### config.mk
export PLATFORM = sky130hd
export DESIGN_NAME = cache_2way_wt
export DESIGN_NICKNAME = d
export VERILOG_FILES = /design/src/rtl/cache_pkg.sv /design/src/rtl/cache_way.sv /design/src/rtl/cache_2way_wt.sv
export SDC_FILE = /design/constraint.sdc
export NUM_CORES = 1
export LEC_CHECK = 0
export ABC_AREA = 1
export CORE_ASPECT_RATIO = 0.8
export CORE_MARGIN = 10
export CORE_UTILIZATION = 57
export DETAILED_ROUTE_END_ITERATION = 7
export GPL_ROUTABILITY_DRIVEN = 0
export GPL_TIMING_DRIVEN = 0
export PLACE_DENSITY = 0.83
export SETUP_SLACK_MARGIN = 0.1
export SYNTH_ARGS = -nofsm -noshare
export SYNTH_HDL_FRONTEND = slang
export SYNTH_HIERARCHICAL = 1
export SYNTH_SLANG_ARGS = --single-unit
### constraint.sdc
create_clock -name clk -period 5.1 [get_ports clk]
set_clock_uncertainty 0.05 [all_clocks]
set_input_delay 0.51 -clock clk [delete_from_list [all_inputs] [get_ports clk]]
set_output_delay 0.51 -clock clk [all_outputs]
set_load 0.05 [all_outputs]
### src/rtl/cache_pkg.sv
// Shared types and helpers for the 2-way write-through data cache.
//   state_e  : controller FSM states (idle, read-miss fill, write-through).
//   index_w  : number of index bits for a given set count.
//   tag_w    : number of tag bits for a given address width and set count.
//   line_t   : line record {valid, tag, data} at the default geometry; the top
//              level builds its own record with the configured widths.
package cache_pkg;

  typedef enum logic [1:0] {
    StIdle  = 2'd0,
    StMemRd = 2'd1,
    StMemWr = 2'd2
  } state_e;

  function automatic int unsigned index_w(input int unsigned sets);
    return $clog2(sets);
  endfunction

  function automatic int unsigned tag_w(input int unsigned addr_w, input int unsigned sets);
    return addr_w - $clog2(sets);
  endfunction

  localparam int unsigned DefTagW  = 6;
  localparam int unsigned DefDataW = 16;

  typedef struct packed {
    logic                valid;
    logic [DefTagW-1:0]  tag;
    logic [DefDataW-1:0] data;
  } line_t;

endpackage

### src/rtl/cache_way.sv
// One way of the set-associative cache: SETS-deep line array.
//   clk_i, rst_ni : clock, synchronous active-low reset (clears valid bits only)
//   clr_i         : invalidate every line this cycle (flush)
//   rd_idx_i      : lookup index, rd_tag_i : lookup tag
//   rd_valid_o    : valid bit of the indexed line
//   rd_data_o     : data of the indexed line
//   hit_o         : indexed line is valid and its tag matches rd_tag_i
//   we_i          : write wr_line_i into line wr_idx_i
module cache_way
  import cache_pkg::*;
#(
  parameter int unsigned SETS    = 4,
  parameter int unsigned INDEX_W = 2,
  parameter int unsigned TAG_W   = 6,
  parameter int unsigned DATA_W  = 16,
  parameter type         entry_t = line_t
) (
  input  logic               clk_i,
  input  logic               rst_ni,
  input  logic               clr_i,
  input  logic [INDEX_W-1:0] rd_idx_i,
  input  logic [TAG_W-1:0]   rd_tag_i,
  output logic               rd_valid_o,
  output logic [DATA_W-1:0]  rd_data_o,
  output logic               hit_o,
  input  logic               we_i,
  input  logic [INDEX_W-1:0] wr_idx_i,
  input  entry_t             wr_line_i
);

  entry_t lines_q [SETS];
  entry_t rd_line;

  always_comb begin
    rd_line    = lines_q[rd_idx_i];
    rd_valid_o = rd_line.valid;
    rd_data_o  = rd_line.data;
    hit_o      = rd_line.valid && (rd_line.tag == rd_tag_i);
  end

  // Only the valid bits are reset; tag/data are don't-care while invalid.
  always_ff @(posedge clk_i) begin
    if (!rst_ni || clr_i) begin
      for (int unsigned i = 0; i < SETS; i++) begin
        lines_q[i].valid <= 1'b0;
      end
    end else if (we_i) begin
      lines_q[wr_idx_i] <= wr_line_i;
    end
  end

endmodule

### src/rtl/cache_2way_wt.sv
// 2-way set-associative, write-through, read-allocate data cache.
//   clk, rst_n            : clock, synchronous active-low reset
//   cpu_req/cpu_we        : CPU access request, 1 = write
//   cpu_addr/cpu_wdata    : word address (index in low bits) and write data
//   cpu_ready             : request accepted on the next edge if cpu_req is high
//   cpu_done/cpu_hit      : one-cycle completion pulse, qualified by hit flag
//   cpu_rdata             : read data, valid with cpu_done on a read
//   flush                 : invalidate all lines (honoured only when idle)
//   mem_req/mem_we        : memory request (held until mem_ack), write flag
//   mem_addr/mem_wdata    : memory address / write data, stable while mem_req
//   mem_ack/mem_rdata     : memory completion and read data
//   hit_cnt/miss_cnt      : saturating statistics counters
module cache_2way_wt
  import cache_pkg::*;
#(
  parameter int unsigned ADDR_W = 8,
  parameter int unsigned DATA_W = 16,
  parameter int unsigned SETS   = 4,
  parameter int unsigned CNT_W  = 16
) (
  input  logic              clk,
  input  logic              rst_n,
  input  logic              cpu_req,
  input  logic              cpu_we,
  input  logic [ADDR_W-1:0] cpu_addr,
  input  logic [DATA_W-1:0] cpu_wdata,
  output logic              cpu_ready,
  output logic              cpu_done,
  output logic [DATA_W-1:0] cpu_rdata,
  output logic              cpu_hit,
  input  logic              flush,
  output logic              mem_req,
  output logic              mem_we,
  output logic [ADDR_W-1:0] mem_addr,
  output logic [DATA_W-1:0] mem_wdata,
  input  logic              mem_ack,
  input  logic [DATA_W-1:0] mem_rdata,
  output logic [CNT_W-1:0]  hit_cnt,
  output logic [CNT_W-1:0]  miss_cnt
);

  localparam int unsigned INDEX_W = index_w(SETS);
  localparam int unsigned TAG_W   = tag_w(ADDR_W, SETS);

  typedef struct packed {
    logic              valid;
    logic [TAG_W-1:0]  tag;
    logic [DATA_W-1:0] data;
  } way_line_t;

  function automatic logic [CNT_W-1:0] sat_inc(input logic [CNT_W-1:0] v);
    return (v == '1) ? v : v + 1'b1;
  endfunction

  // State
  state_e            state_q, state_d;
  logic [SETS-1:0]   lru_q, lru_d;
  logic [DATA_W-1:0] cpu_rdata_q, cpu_rdata_d;
  logic              cpu_done_q, cpu_done_d;
  logic              cpu_hit_q, cpu_hit_d;
  logic              mem_req_q, mem_req_d;
  logic              mem_we_q, mem_we_d;
  logic [ADDR_W-1:0] mem_addr_q, mem_addr_d;
  logic [DATA_W-1:0] mem_wdata_q, mem_wdata_d;
  logic [CNT_W-1:0]  hit_cnt_q, hit_cnt_d;
  logic [CNT_W-1:0]  miss_cnt_q, miss_cnt_d;
  logic              victim_q, victim_d;
  logic              wr_hit_q, wr_hit_d;

  // Lookup
  logic [INDEX_W-1:0] cpu_idx;
  logic [TAG_W-1:0]   cpu_tag;
  logic [INDEX_W-1:0] fill_idx;
  logic [TAG_W-1:0]   fill_tag;
  logic               valid0, valid1;
  logic [DATA_W-1:0]  data0, data1;
  logic               hit0, hit1, hit, hit_way, victim;

  // Way write port (shared index/line, per-way enable)
  logic [1:0]         way_we;
  logic [INDEX_W-1:0] way_wr_idx;
  way_line_t          way_wr_line;
  logic               flush_clr;

  assign cpu_idx  = cpu_addr[INDEX_W-1:0];
  assign cpu_tag  = cpu_addr[ADDR_W-1:INDEX_W];
  assign fill_idx = mem_addr_q[INDEX_W-1:0];
  assign fill_tag = mem_addr_q[ADDR_W-1:INDEX_W];

  cache_way #(
    .SETS   (SETS),
    .INDEX_W(INDEX_W),
    .TAG_W  (TAG_W),
    .DATA_W (DATA_W),
    .entry_t(way_line_t)
  ) u_way0 (
    .clk_i     (clk),
    .rst_ni    (rst_n),
    .clr_i     (flush_clr),
    .rd_idx_i  (cpu_idx),
    .rd_tag_i  (cpu_tag),
    .rd_valid_o(valid0),
    .rd_data_o (data0),
    .hit_o     (hit0),
    .we_i      (way_we[0]),
    .wr_idx_i  (way_wr_idx),
    .wr_line_i (way_wr_line)
  );

  cache_way #(
    .SETS   (SETS),
    .INDEX_W(INDEX_W),
    .TAG_W  (TAG_W),
    .DATA_W (DATA_W),
    .entry_t(way_line_t)
  ) u_way1 (
    .clk_i     (clk),
    .rst_ni    (rst_n),
    .clr_i     (flush_clr),
    .rd_idx_i  (cpu_idx),
    .rd_tag_i  (cpu_tag),
    .rd_valid_o(valid1),
    .rd_data_o (data1),
    .hit_o     (hit1),
    .we_i      (way_we[1]),
    .wr_idx_i  (way_wr_idx),
    .wr_line_i (way_wr_line)
  );

  // Way0 wins a double match; fills never create one.
  assign hit     = hit0 | hit1;
  assign hit_way = ~hit0;

  // Fill an empty way first, otherwise the least recently used one.
  always_comb begin
    if (!valid0) begin
      victim = 1'b0;
    end else if (!valid1) begin
      victim = 1'b1;
    end else begin
      victim = lru_q[cpu_idx];
    end
  end

  assign cpu_ready = (state_q == StIdle) && !flush;

  always_comb begin
    state_d     = state_q;
    lru_d       = lru_q;
    cpu_rdata_d = cpu_rdata_q;
    cpu_done_d  = 1'b0;
    cpu_hit_d   = 1'b0;
    mem_req_d   = mem_req_q;
    mem_we_d    = mem_we_q;
    mem_addr_d  = mem_addr_q;
    mem_wdata_d = mem_wdata_q;
    hit_cnt_d   = hit_cnt_q;
    miss_cnt_d  = miss_cnt_q;
    victim_d    = victim_q;
    wr_hit_d    = wr_hit_q;
    way_we      = 2'b00;
    way_wr_idx  = cpu_idx;
    way_wr_line = '0;
    flush_clr   = 1'b0;

    unique case (state_q)
      StIdle: begin
        if (flush) begin
          flush_clr = 1'b1;
          lru_d     = '0;
        end else if (cpu_req) begin
          if (!cpu_we) begin
            if (hit) begin
              cpu_rdata_d    = hit_way ? data1 : data0;
              cpu_done_d     = 1'b1;
              cpu_hit_d      = 1'b1;
              lru_d[cpu_idx] = ~hit_way;
              hit_cnt_d      = sat_inc(hit_cnt_q);
            end else begin
              mem_req_d  = 1'b1;
              mem_we_d   = 1'b0;
              mem_addr_d = cpu_addr;
              miss_cnt_d = sat_inc(miss_cnt_q);
              victim_d   = victim;
              state_d    = StMemRd;
            end
          end else begin
            // Write-through, no allocate on miss; a hit refreshes the line.
            if (hit) begin
              way_we[hit_way] = 1'b1;
              way_wr_line     = '{valid: 1'b1, tag: cpu_tag, data: cpu_wdata};
              lru_d[cpu_idx]  = ~hit_way;
              hit_cnt_d       = sat_inc(hit_cnt_q);
            end else begin
              miss_cnt_d = sat_inc(miss_cnt_q);
            end
            wr_hit_d    = hit;
            mem_req_d   = 1'b1;
            mem_we_d    = 1'b1;
            mem_addr_d  = cpu_addr;
            mem_wdata_d = cpu_wdata;
            state_d     = StMemWr;
          end
        end
      end

      StMemRd: begin
        if (mem_ack) begin
          way_we[victim_q] = 1'b1;
          way_wr_idx       = fill_idx;
          way_wr_line      = '{valid: 1'b1, tag: fill_tag, data: mem_rdata};
          lru_d[fill_idx]  = ~victim_q;
          cpu_rdata_d      = mem_rdata;
          cpu_done_d       = 1'b1;
          mem_req_d        = 1'b0;
          state_d          = StIdle;
        end
      end

      StMemWr: begin
        if (mem_ack) begin
          cpu_done_d = 1'b1;
          cpu_hit_d  = wr_hit_q;
          mem_req_d  = 1'b0;
          mem_we_d   = 1'b0;
          state_d    = StIdle;
        end
      end

      default: begin
        state_d = StIdle;
      end
    endcase
  end

  always_ff @(posedge clk) begin
    if (!rst_n) begin
      state_q     <= StIdle;
      lru_q       <= '0;
      cpu_rdata_q <= '0;
      cpu_done_q  <= 1'b0;
      cpu_hit_q   <= 1'b0;
      mem_req_q   <= 1'b0;
      mem_we_q    <= 1'b0;
      mem_addr_q  <= '0;
      mem_wdata_q <= '0;
      hit_cnt_q   <= '0;
      miss_cnt_q  <= '0;
      victim_q    <= 1'b0;
      wr_hit_q    <= 1'b0;
    end else begin
      state_q     <= state_d;
      lru_q       <= lru_d;
      cpu_rdata_q <= cpu_rdata_d;
      cpu_done_q  <= cpu_done_d;
      cpu_hit_q   <= cpu_hit_d;
      mem_req_q   <= mem_req_d;
      mem_we_q    <= mem_we_d;
      mem_addr_q  <= mem_addr_d;
      mem_wdata_q <= mem_wdata_d;
      hit_cnt_q   <= hit_cnt_d;
      miss_cnt_q  <= miss_cnt_d;
      victim_q    <= victim_d;
      wr_hit_q    <= wr_hit_d;
    end
  end

  assign cpu_done  = cpu_done_q;
  assign cpu_hit   = cpu_hit_q;
  assign cpu_rdata = cpu_rdata_q;
  assign mem_req   = mem_req_q;
  assign mem_we    = mem_we_q;
  assign mem_addr  = mem_addr_q;
  assign mem_wdata = mem_wdata_q;
  assign hit_cnt   = hit_cnt_q;
  assign miss_cnt  = miss_cnt_q;

endmodule

==> metrics.md <==
| Metric | Value |
|---|---|
| Outcome | completed |
| Starting Density | about 58% |
| Gate power share | a little over a quarter |
| Startpoint Class | input port |
| Worst hold path type | reg -> reg |
| Seq/Total Area, Yosys | 57.8% |
| Max-slew violation count | 0 |
| IO Port Bufs | roughly 120 |
| Most frequent cells in the layout | nor2_1 (268), nand2_1 (243), edfxtp_1 (184) |
| H-tree level count | 1 |
| Post-Syn Area | approximately 0.012 sq mm |
| Number of global-route vias before repair | 9978 |
| Final antenna-violating net count | 0 |
| Slew headroom | 13.2% |
| Syn nets | about 1400 |
| Met1 track demand over resource | around a third |
| Pre-CTS setup slack | -0.0741 ns |
| CP max FO | 17 |
| Final core utilization | between 60% and 70% |
| Worst Setup End Kind | flop |
| Root Driver | clkbuf_16 |
| TritonCTS clock tree | yes |
| Distinct cells, synth | 39 |
| Drt first-iter violations | between 1500 and 2000 |
| RSZ-0062 raised after global routing | no |
| Slowest CP cell | clkdlybuf4s50_1 |
| Setup WS post-layout | between 0.2 and 0.3 ns |
| Part of the power in the clock network | between 30% and 40% |
| Sw frac | 33.2% |
| Worst-path cell chain | clkdlybuf4s50_1, inv_2, buf_6, nand3_1, nand2_1, a21oi_1, nand3_1, nor2_1, inv_2, clkbuf_1, o22ai_1, nand2_2, nor2_1, inv_1, nor2_2, inv_1, nand2_1 |
| DRC violations left | 0 |
| Most used routing layer | met2 |
| Crit-path leading delay family | buffers and inverters |
| Kind of critical path | in -> reg |
| Final nets | between 1500 and 2000 |
| Final HPWL DP | around 26 mm |
| All-layer global routing usage | ~25% |
| Synth Instances | about 1400 |
| Area of the core | ~0.022 sq mm |
| Commonest non-fill, non-tap cell in the layout | nor2_1 |
| Post-CTS setup buffer count | 0 |
| GRT Residual Overflow | 0 |
| Critical Path RT | ~5.3 ns |
| Psw | 1.92 mW |
| Share of layout cells above drive strength 1 | about a tenth |
| PwrDens | approximately 390 mW/mm^2 |
| Setup crit start | cpu_addr[1] |
| Highest Clock Rate | between 0.2 and 0.25 GHz |
| Cts hold-fix bufs | 0 |
| IO Count | ~120 |
| Crit-path max cell delay | between 1 and 1.5 ns |
| Largest net degree at the start of global routing | 23 |
| Mapped Avg Cell Area | 8.94 sq um |
| Hold Crit Start | mem_we$_SDFFE_PN0P_ |
| Max-cap violation count | 0 |
| P_int | approximately 3.9 mW |
| Reg area | just over 0.007 sq mm |
| Die ar. | 0.0282 sq mm |
| # rows | 48 |
| CTS max path bufs | 3 |
| Initial antenna violation count | 2 |
| Met2 usage | about two fifths |
| Die Height | 152 um |
| Final Critical Period | 4.83 ns |
| Fillcell total | approximately 1600 |
| Clock Latency Late Sink | 0.52 ns |
| Worst IR Drop VDD | ~0.00037 V |
| First-pass GRT wire length | 55.6 mm |
| Final setup fails | 0 |
| Synthesis-to-layout area growth | 20.0% |
| Arr. time, crit path | between 5 and 6 ns |
| Avg Vias per Cell | between 5 and 6 |
| Grt met3 use | ~4.8% |
| CTS buffer count | 25 |
| R2r startpoint | u_way0/lines_q[2][21]$_DFFE_PP_ |
| Final hold viol count | 0 |
| Clock transition at the registers of the reported paths | roughly 0.07 ns |
| Die width | between 150 and 200 um |
| Pleak | 5.72 nW |
| Sequential share of power | between 40% and 50% |
| Actual slew at the worst max-slew pin | approximately 1.3 ns |
| CP bufs+invs | 7 |
| Register bit count reported by yosys | ~270 |
| Detailed-route via count | approximately 11000 |
| Total wire length | between 30 and 40 mm |
| Synthesis Warnings | 6 |
| Sink Count | 268 |
| CTS resizes | 0 |
| Post-route clock period utilization | between 90 and 100% |
| Multi-input gate area | about 0.0045 sq mm |
| Average wire per standard cell | between 15 and 20 um |
| Pre-antenna DRT Iters | 8 |
## power groups by stage
stage          clock, mW  sequential, mW  combinational, mW
6_report            1.73            2.53               1.52
5_1_grt             1.86            2.53               1.62
4_1_cts             1.76            2.52               1.49
3_5_place_dp           0            2.57               1.48
3_3_place_gp           0            2.57               1.44
2_1_floorplan          0            2.85              0.701
## registers in the layout, summed over array words and instances (netlist names)
| name | cells |
|---|---|
| cpu_done | 1 |
| cpu_hit | 1 |
| cpu_rdata | 16 |
| hit_cnt | 16 |
| lru_q | 4 |
| mem_addr | 8 |
| mem_req | 1 |
| mem_wdata | 16 |
| mem_we | 1 |
| miss_cnt | 16 |
| state_q | 2 |
| u_way0/lines_q | 92 |
| u_way1/lines_q | 92 |
| victim_q | 1 |
| wr_hit_q | 1 |
## routing by layer
| metal | routed length, um | part of all wire (%) | vias to the layer above |
|---|---|---|---|
| met5 | 0 | 0 | - |
| met4 | 1150 | 3.2 | 0 |
| met3 | 3840 | 11 | 84 |
| met2 | 16900 | 47 | 612 |
| met1 | 14400 | 40 | 5083 |
| li1 | - | - | 5016 |
## logic make-up (layout without fill, tap and decap cells)
group / after synthesis / in the layout / share of synthesized area (%)
and+or+nand+nor: 673 / 673 / 23.1
DFF: 268 / 268 / 57.8
AOI/OAI and AO/OA: 250 / 250 / 11.2
buffers and inverters: 189 / 364 / 6.67
xor gates and xnor gates: 9 / 9 / 0.632
adders and majority gates: 6 / 6 / 0.602
other: 0 / 2 / 0
## synth_stat cells
cell type / instances / area, sq um
nor2_1: 272 / 1020
nand2_1: 243 / 912
edfxtp_1: 184 / 5530
o21ai_0: 140 / 701
inv_1: 112 / 420
dfxtp_1: 84 / 1680
nand3_1: 77 / 385
o22ai_1: 35 / 219
a21oi_1: 27 / 135
nor3_1: 23 / 115
buf_2: 21 / 105
clkbuf_1: 19 / 71.3
a31oi_1: 17 / 106
or2_2: 16 / 100
nand2_2: 12 / 75.1
o21ai_1: 10 / 50.1
inv_2: 9 / 33.8
a21oi_2: 8 / 70.1
buf_1: 8 / 30.0
buf_6: 8 / 90.1
nand3_2: 8 / 80.1
a32o_1: 7 / 70.1
nand4_1: 7 / 43.8
ha_1: 6 / 75.1
buf_4: 5 / 37.5
xor2_1: 5 / 43.8
nand3b_1: 4 / 30.0
nor2_2: 4 / 25.0
xnor2_1: 4 / 35.0
inv_6: 3 / 26.3
nor2_4: 3 / 33.8
a22oi_1: 2 / 15.0
a311oi_1: 2 / 17.5
clkbuf_2: 2 / 10.0
clkinv_1: 2 / 7.51
nand2_4: 2 / 22.5
nor2_8: 2 / 40.0
o21ai_2: 1 / 8.76
o31ai_1: 1 / 7.51
## area by class of cell
type	count	area share, %
Clock buffer	35	4.50
Tap cell	275	2.30
Buffer	63	2.30
Clock inverter	10	0.485
Antenna cell	2	0.0334
Multi-Input combinational cell	938	29.8
Sequential cell	268	48.1
Inverter	126	3.26
Timing Repair Buffer	130	9.22
## worst min-delay path: stages, from the launching register on
cell	delay (ns)
dfxtp_1	0.32
inv_1	0.06
a21oi_1	0.06
## worst paths after layout
| check | slack, ns | cells past startpoint | endpoint |
|---|---|---|---|
| worst max-delay path | 0.27 | 17 | u_way0/lines_q[0][22]$_SDFFCE_PN0P_ |
| worst min-delay path | 0.43 | 2 | mem_we$_SDFFE_PN0P_ |
| worst max register to register | 1.30 | 16 | u_way0/lines_q[0][22]$_SDFFCE_PN0P_ |
| worst min register to register | 0.43 | 2 | mem_we$_SDFFE_PN0P_ |
## through the flow
stage | power (mW) | hold slack, ns | TNS, ns | std cells | area (sq um)
floorplan | 3.55 | 0.391 | 0 | 1395 | 12500
global placement | 4.01 | 0.389 | -139.63 | 1792 | 14000
detailed placement | 4.05 | 0.395 | -2.56 | 1800 | 14200
CTS | 5.77 | 0.421 | 0 | 1845 | 15000
global route | 6.01 | 0.431 | 0 | 1847 | 15000
finish | 5.78 | 0.428 | 0 | 1847 | 15000
(Power assumes the default switching activity.)
